$ cat config.mk
export PLATFORM = sky130hd
export DESIGN_NAME = l1_trigger_scaler_v3
export DESIGN_NICKNAME = d
export VERILOG_FILES = /design/src/rtl/l1_trigger_scaler_v3.sv
export SDC_FILE = /design/constraint.sdc
export NUM_CORES = 1
export LEC_CHECK = 0
export ABC_CLOCK_PERIOD_IN_PS = 5700
export BUFFER_PORTS_ARGS = -buffer_cell sky130_fd_sc_hd__buf_2
export CORE_MARGIN = 4
export CORE_UTILIZATION = 62
export CTS_BUF_LIST = sky130_fd_sc_hd__clkbuf_4 sky130_fd_sc_hd__clkbuf_8
export CTS_CLUSTER_DIAMETER = 60
export CTS_CLUSTER_SIZE = 8
export DETAILED_ROUTE_END_ITERATION = 16
export PLACE_DENSITY = 0.83
export SYNTH_ARGS = -nofsm -noshare
export SYNTH_HDL_FRONTEND = slang
export SYNTH_SLANG_ARGS = --single-unit
$ cat constraint.sdc
create_clock -name clk_i -period 5.7 [get_ports clk_i]
set_clock_uncertainty 0.15 [all_clocks]
set_input_delay 0.57 -clock clk_i [delete_from_list [all_inputs] [get_ports clk_i]]
set_output_delay 0.57 -clock clk_i [all_outputs]
set_load 0.02 [all_outputs]
$ cat src/rtl/l1_trigger_scaler_v3.sv
// rtl/l1_trigger_scaler_v3.sv - per-beam L1 trigger qualifier with holdoff and gated rate scaler
// Optional peak-hold registers are built when L1_SCALER_PEAK_EN is defined.
module l1_trigger_scaler_v3 #(
  parameter int NBEAMS       = 2,
  parameter int COUNT_BITS   = 32,
  parameter int PERIOD_BITS  = 48,
  parameter int HOLDOFF_BITS = 8,
  localparam int BEAM_ADR_BITS = (NBEAMS > 1) ? $clog2(NBEAMS) : 1
) (
  input  logic                     clk_i,
  input  logic                     rst_i,
  input  logic [NBEAMS-1:0]        trig_i,
  input  logic [NBEAMS-1:0]        mask_i,
  input  logic [HOLDOFF_BITS-1:0]  holdoff_i,
  input  logic [PERIOD_BITS-1:0]   period_i,
  input  logic                     continuous_i,
  input  logic                     start_i,
  input  logic                     stop_i,
  output logic [NBEAMS-1:0]        trigger_o,
  output logic                     busy_o,
  output logic                     done_o,
  input  logic                     rd_stb_i,
  input  logic [BEAM_ADR_BITS-1:0] rd_beam_i,
  input  logic                     rd_peak_i,
  input  logic                     peak_clr_i,
  output logic                     rd_ack_o,
  output logic [COUNT_BITS-1:0]    rd_dat_o,
  output logic                     rd_sat_o
);

  typedef enum logic [1:0] {
    S_IDLE,
    S_COUNT,
    S_LATCH
  } state_t;

  localparam logic [COUNT_BITS-1:0] CNT_MAX = '1;

  state_t                  state;
  logic [HOLDOFF_BITS-1:0] hold [NBEAMS];
  logic [NBEAMS-1:0]       q;
  logic [PERIOD_BITS-1:0]  timer;
  logic [PERIOD_BITS-1:0]  last;
  logic [COUNT_BITS-1:0]   acc  [NBEAMS];
  logic [COUNT_BITS-1:0]   snap [NBEAMS];
  logic [NBEAMS-1:0]       sat;
  logic [NBEAMS-1:0]       snap_sat;
  logic                    latch_take;
  logic [COUNT_BITS-1:0]   rd_sel_dat;
  logic                    rd_sel_sat;

  always_comb begin
    q = '0;
    for (int b = 0; b < NBEAMS; b++) begin
      q[b] = trig_i[b] & mask_i[b] & (hold[b] == '0);
    end
  end

  // A zero period behaves as a one-clock gate.
  assign last = (period_i == '0) ? '0 : period_i - PERIOD_BITS'(1);

  assign latch_take = (state == S_LATCH) && !stop_i && !start_i;

  always_ff @(posedge clk_i) begin
    if (rst_i) begin
      trigger_o <= '0;
      for (int b = 0; b < NBEAMS; b++) begin
        hold[b] <= '0;
      end
    end else begin
      trigger_o <= q;
      for (int b = 0; b < NBEAMS; b++) begin
        if (q[b]) begin
          hold[b] <= holdoff_i;
        end else if (hold[b] != '0) begin
          hold[b] <= hold[b] - HOLDOFF_BITS'(1);
        end
      end
    end
  end

  always_ff @(posedge clk_i) begin
    if (rst_i) begin
      state    <= S_IDLE;
      timer    <= '0;
      busy_o   <= 1'b0;
      done_o   <= 1'b0;
      sat      <= '0;
      snap_sat <= '0;
      for (int b = 0; b < NBEAMS; b++) begin
        acc[b]  <= '0;
        snap[b] <= '0;
      end
    end else begin
      done_o <= 1'b0;
      if (stop_i) begin
        state  <= S_IDLE;
        busy_o <= 1'b0;
      end else if (start_i) begin
        state  <= S_COUNT;
        busy_o <= 1'b1;
        timer  <= '0;
        sat    <= '0;
        for (int b = 0; b < NBEAMS; b++) begin
          acc[b] <= '0;
        end
      end else begin
        case (state)
          S_COUNT: begin
            timer <= timer + PERIOD_BITS'(1);
            for (int b = 0; b < NBEAMS; b++) begin
              if (q[b]) begin
                if (acc[b] == CNT_MAX) begin
                  sat[b] <= 1'b1;
                end else begin
                  acc[b] <= acc[b] + COUNT_BITS'(1);
                end
              end
            end
            // >= keeps the gate from running away if period_i shrinks below the timer.
            if (timer >= last) begin
              state <= S_LATCH;
            end
          end
          S_LATCH: begin
            // done_o rises together with the new snapshot becoming readable.
            done_o   <= 1'b1;
            snap_sat <= sat;
            for (int b = 0; b < NBEAMS; b++) begin
              snap[b] <= acc[b];
            end
            if (continuous_i) begin
              state <= S_COUNT;
              timer <= '0;
              sat   <= '0;
              for (int b = 0; b < NBEAMS; b++) begin
                acc[b] <= COUNT_BITS'(q[b]);
              end
            end else begin
              state  <= S_IDLE;
              busy_o <= 1'b0;
            end
          end
          default: begin
          end
        endcase
      end
    end
  end

`ifdef L1_SCALER_PEAK_EN
  logic [COUNT_BITS-1:0] peak [NBEAMS];

  always_ff @(posedge clk_i) begin
    if (rst_i || peak_clr_i) begin
      for (int b = 0; b < NBEAMS; b++) begin
        peak[b] <= '0;
      end
    end else if (latch_take) begin
      for (int b = 0; b < NBEAMS; b++) begin
        if (acc[b] > peak[b]) begin
          peak[b] <= acc[b];
        end
      end
    end
  end

  always_comb begin
    rd_sel_dat = '0;
    rd_sel_sat = 1'b0;
    for (int b = 0; b < NBEAMS; b++) begin
      if (int'(rd_beam_i) == b) begin
        rd_sel_dat = rd_peak_i ? peak[b] : snap[b];
        rd_sel_sat = rd_peak_i ? 1'b0 : snap_sat[b];
      end
    end
  end
`else
  logic unused_peak;
  assign unused_peak = rd_peak_i | peak_clr_i | latch_take;

  always_comb begin
    rd_sel_dat = '0;
    rd_sel_sat = 1'b0;
    for (int b = 0; b < NBEAMS; b++) begin
      if (int'(rd_beam_i) == b) begin
        rd_sel_dat = snap[b];
        rd_sel_sat = snap_sat[b];
      end
    end
  end
`endif

  always_ff @(posedge clk_i) begin
    if (rst_i) begin
      rd_ack_o <= 1'b0;
      rd_dat_o <= '0;
      rd_sat_o <= 1'b0;
    end else begin
      rd_ack_o <= rd_stb_i;
      rd_dat_o <= rd_stb_i ? rd_sel_dat : '0;
      rd_sat_o <= rd_stb_i & rd_sel_sat;
    end
  end

endmodule

==> results.cfg <==
[setup_path]
cp_slowest_cell = nor3_1
end_kind = flip-flop
cp_max_fo = 10
cp_num_buf_inv = 2
reg2reg_to = acc[0][11]
crit_chain = buf_2, inv_1, ha_1, or4b_1, nor3_1, nand2_2, nor3_2, nand3_1, mux2i_1, ha_1, nand4_1, nor4_1, o221ai_1, a41oi_1, o21ai_0
cp-start-kind = primary input
cpMostUsedCell = ha_1
reg2reg_slack_ns = 1.98
path_delay_family = simple AND/OR/NAND/NOR gates
cp.required_ns = 5.95
cp.arrival_ns = 4.66
r2r_start = acc[0][32]
critical_path_class = primary input to flip-flop
reg2reg_depth = 8
slowest_delay_ns = 0.57

[clock_tree]
postCtsResizedCells = 0
holdBufCountCts = 0
numClockSinks = 236
clock-root-buffer = clkbuf_8
ctsLongestPathBuffers = 3
clk_latency_ns = 0.53
cts_tree = done
numCtsBuffers = 35
htreeDepth = 2
clk_pin_slew_ns = 0.07
postCtsSetupRepairBufs = 0

[floorplan]
die_y_um = 151.5
die_w_um = 151.5
core.rowCount = 52
core-area_um2 = 20230
start_util = 0.6309
ios = 107
die_area_um2 = 22950

[power]
p_leak_nw = 5.669
p_per_area_nw_per_um2 = 264.0
p_sw_uw = 910.5
ir_drop_mv = 0.1232
power_frac_seq = 0.529
swShare = 0.2427
pwr-share-clk = 0.369
comb_power_share = 0.102
intPower_mw = 2.841

[logic_synthesis]
syn-num-nets = 1418
synth_area_leader_cell = edfxtp_1
syn-instance-count = 1294
synth.cell_area_um2 = 12770
ys_seq_elements = 236
yosysUniqueCellTypes = 61
synth_edf_count = 144
synth_top_area_frac = 0.3387
ys_seq_area_frac = 0.4830
yosysWarnings = 0
synthTopCellsByArea = edfxtp_1 (34%), dfxtp_1 (14%), xor2_1 (6.2%), nor2_1 (5.9%), ha_1 (5.4%)
synth_area_per_cell_um2 = 9.866
synthFlopType = edfxtp_1
async_flop_share = 0

[sta]
fmaxAchievable_mhz = 226.8
slew_headroom = 0.2158
setup_tns_ns = 0
rsz0062_at_grt = false
setup_viol_count_final = 0
period_share = 0.7736
finalCriticalPeriod_ns = 4.410
slew_violations = 0
hold_ws_ns = 0.1566
worst_pin_slew_ns = 1.165
finalHoldViolations = 0

[flow_run]
maxCapViolCount = 0

[placement]
numPortBuffers = 104
dp_hpwl_um = 18550
place_congestion = 0.8614

[cells_and_area]
num_antenna_cells = 0
drive_gt1_frac = 0.1408
final_nets = 1519
area_delta_synth_final_pct = 11.30

[routing]
drtAntennaViolNets = 0
drcViolationCount = 0
wl_per_cell_um = 15.53
num_vias = 9668
drt_iter0_markers = 885
via_per_inst = 5.721
drt-total-wl_um = 26240
first_pass_iters = 6

[global_routing]
grt_overflow = 0
grt_max_degree = 67
grt_pass1_vias = 9037
top_usage_layer = met2
grt_util_met1 = 0.2941
grtUsageTotal = 0.2279
grt_pass1_wl_um = 42840
antenna_found_initial = 0
grt_use_met3 = 0.03242
use_met2 = 0.3981

[hold_path]
hp-class = primary input to flip-flop
hold_end = busy_o
min-delay-start = stop_i
hold_path_depth = 2

[status]
status = complete, no violations
how the worst max path moves through the flow:
stage,startpoint,end,cells after the start
final,period_i[0],state[0],15
after global routing,period_i[0],state[0],15
after CTS,period_i[0],state[0],15
after detailed placement,period_i[0],state[0],15
after global placement,period_i[0],state[0],15
after floorplan,hold[0][0],acc[0][0],8
Yosys cell counts, types with 4 or more instances:
| cell type | instances |
|---|---|
| or2_2 | 7 |
| dfxtp_1 | 92 |
| nor3_1 | 25 |
| nand3_1 | 60 |
| nand2_1 | 109 |
| inv_1 | 17 |
| and2_1 | 72 |
| nand4_1 | 45 |
| nor2b_1 | 8 |
| o21ai_0 | 28 |
| a31oi_1 | 4 |
| a21oi_1 | 30 |
| or4_1 | 6 |
| o22ai_1 | 4 |
| and3_1 | 27 |
| nor2_1 | 199 |
| or3_1 | 13 |
| xor2_1 | 90 |
| nand2b_1 | 10 |
| a211oi_1 | 9 |
| ha_1 | 55 |
| xnor2_1 | 59 |
| edfxtp_1 | 144 |
| nand3b_1 | 9 |
| and4_1 | 13 |
| nor4_1 | 19 |
| clkbuf_1 | 38 |
| a21o_1 | 6 |
| nor3_2 | 4 |
| buf_2 | 7 |
| mux2i_1 | 38 |
logic make-up (layout without fill, tap and decap cells):
kind of cell             after synthesis  count (layout)  synth area share
AND/OR/NAND/NOR                      645             645            0.2589
flip-flops                           236             236            0.4830
XOR/XNOR                             149             149            0.1022
AO/OA/AOI/OAI                        105             105           0.05145
buffers and inverters                 66             192           0.02068
adder cells (fa/ha/maj)               55              55           0.05391
multiplexers                          38              38           0.02979
area by class of cell:
class | count | area, µm²
Sequential cell | 236 | 6166
Clock inverter | 4 | 52.55
Multi-Input combinational cell | 992 | 6346
Tap cell | 270 | 337.8
Timing Repair Buffer | 113 | 588.1
Inverter | 17 | 63.81
Clock buffer | 58 | 654.4
Fill cell | 1484 | 6026
state kept, by name (all words and copies together) (netlist names):
signal / cells
acc: 64
busy_o: 1
done_o: 1
hold: 16
rd_ack_o: 1
rd_dat_o: 32
rd_sat_o: 1
sat: 2
snap: 64
snap_sat: 2
state: 2
timer: 48
trigger_o: 2
worst reg2reg max path: stages (launching register included):
cell      delay (ns)
edfxtp_1        0.44
ha_1            0.22
nand3_1         0.15
nor2_1          0.69
nand4_1         0.33
o21ai_0         0.31
o31a_2          0.60
buf_4           0.48
nor2_1          0.11
cells in the final DEF (no fill, tap or decap), types with 55 or more instances in the layout:
| master | synthesis | layout |
|---|---|---|
| edfxtp_1 | 144 | 144 |
| nor2_1 | 199 | 199 |
| buf_2 | 7 | 104 |
| and2_1 | 72 | 72 |
| dfxtp_1 | 92 | 92 |
| nand2_1 | 109 | 109 |
| ha_1 | 55 | 55 |
| xnor2_1 | 59 | 59 |
| xor2_1 | 90 | 90 |
| nand3_1 | 60 | 60 |
stage by stage:
stage	utilization	std cells	cell area (µm²)	power [mW]	setup slack (ns)
6_report	0.7022	1690	14210	3.751	1.290
5_1_grt	0.7022	1690	14210	3.911	0.9221
4_1_cts	0.7022	1690	14210	3.772	1.322
3_5_place_dp	0.6673	1628	13500	2.397	0.7982
3_3_place_gp	0.6673	1628	13500	2.378	0.8601
2_1_floorplan	-	1294	12770	2.274	0.8523
per-layer routing:
layer  up-vias  share of wire
li1       4814              -
met1      4525           0.43
met2       286           0.49
met3        43          0.056
met4         0          0.023
met5         -              0
power groups by stage:
stage               sequential (mW)  clock [mW]  combinational (mW)
floorplan                      2.01           0               0.261
global placement               2.01           0               0.365
CTS                            1.98        1.41               0.381
detailed placement             2.02           0               0.378
finish                         1.98        1.38               0.383
global route                   1.99        1.49               0.428
Note: power is estimated with default switching activity, not from simulation.
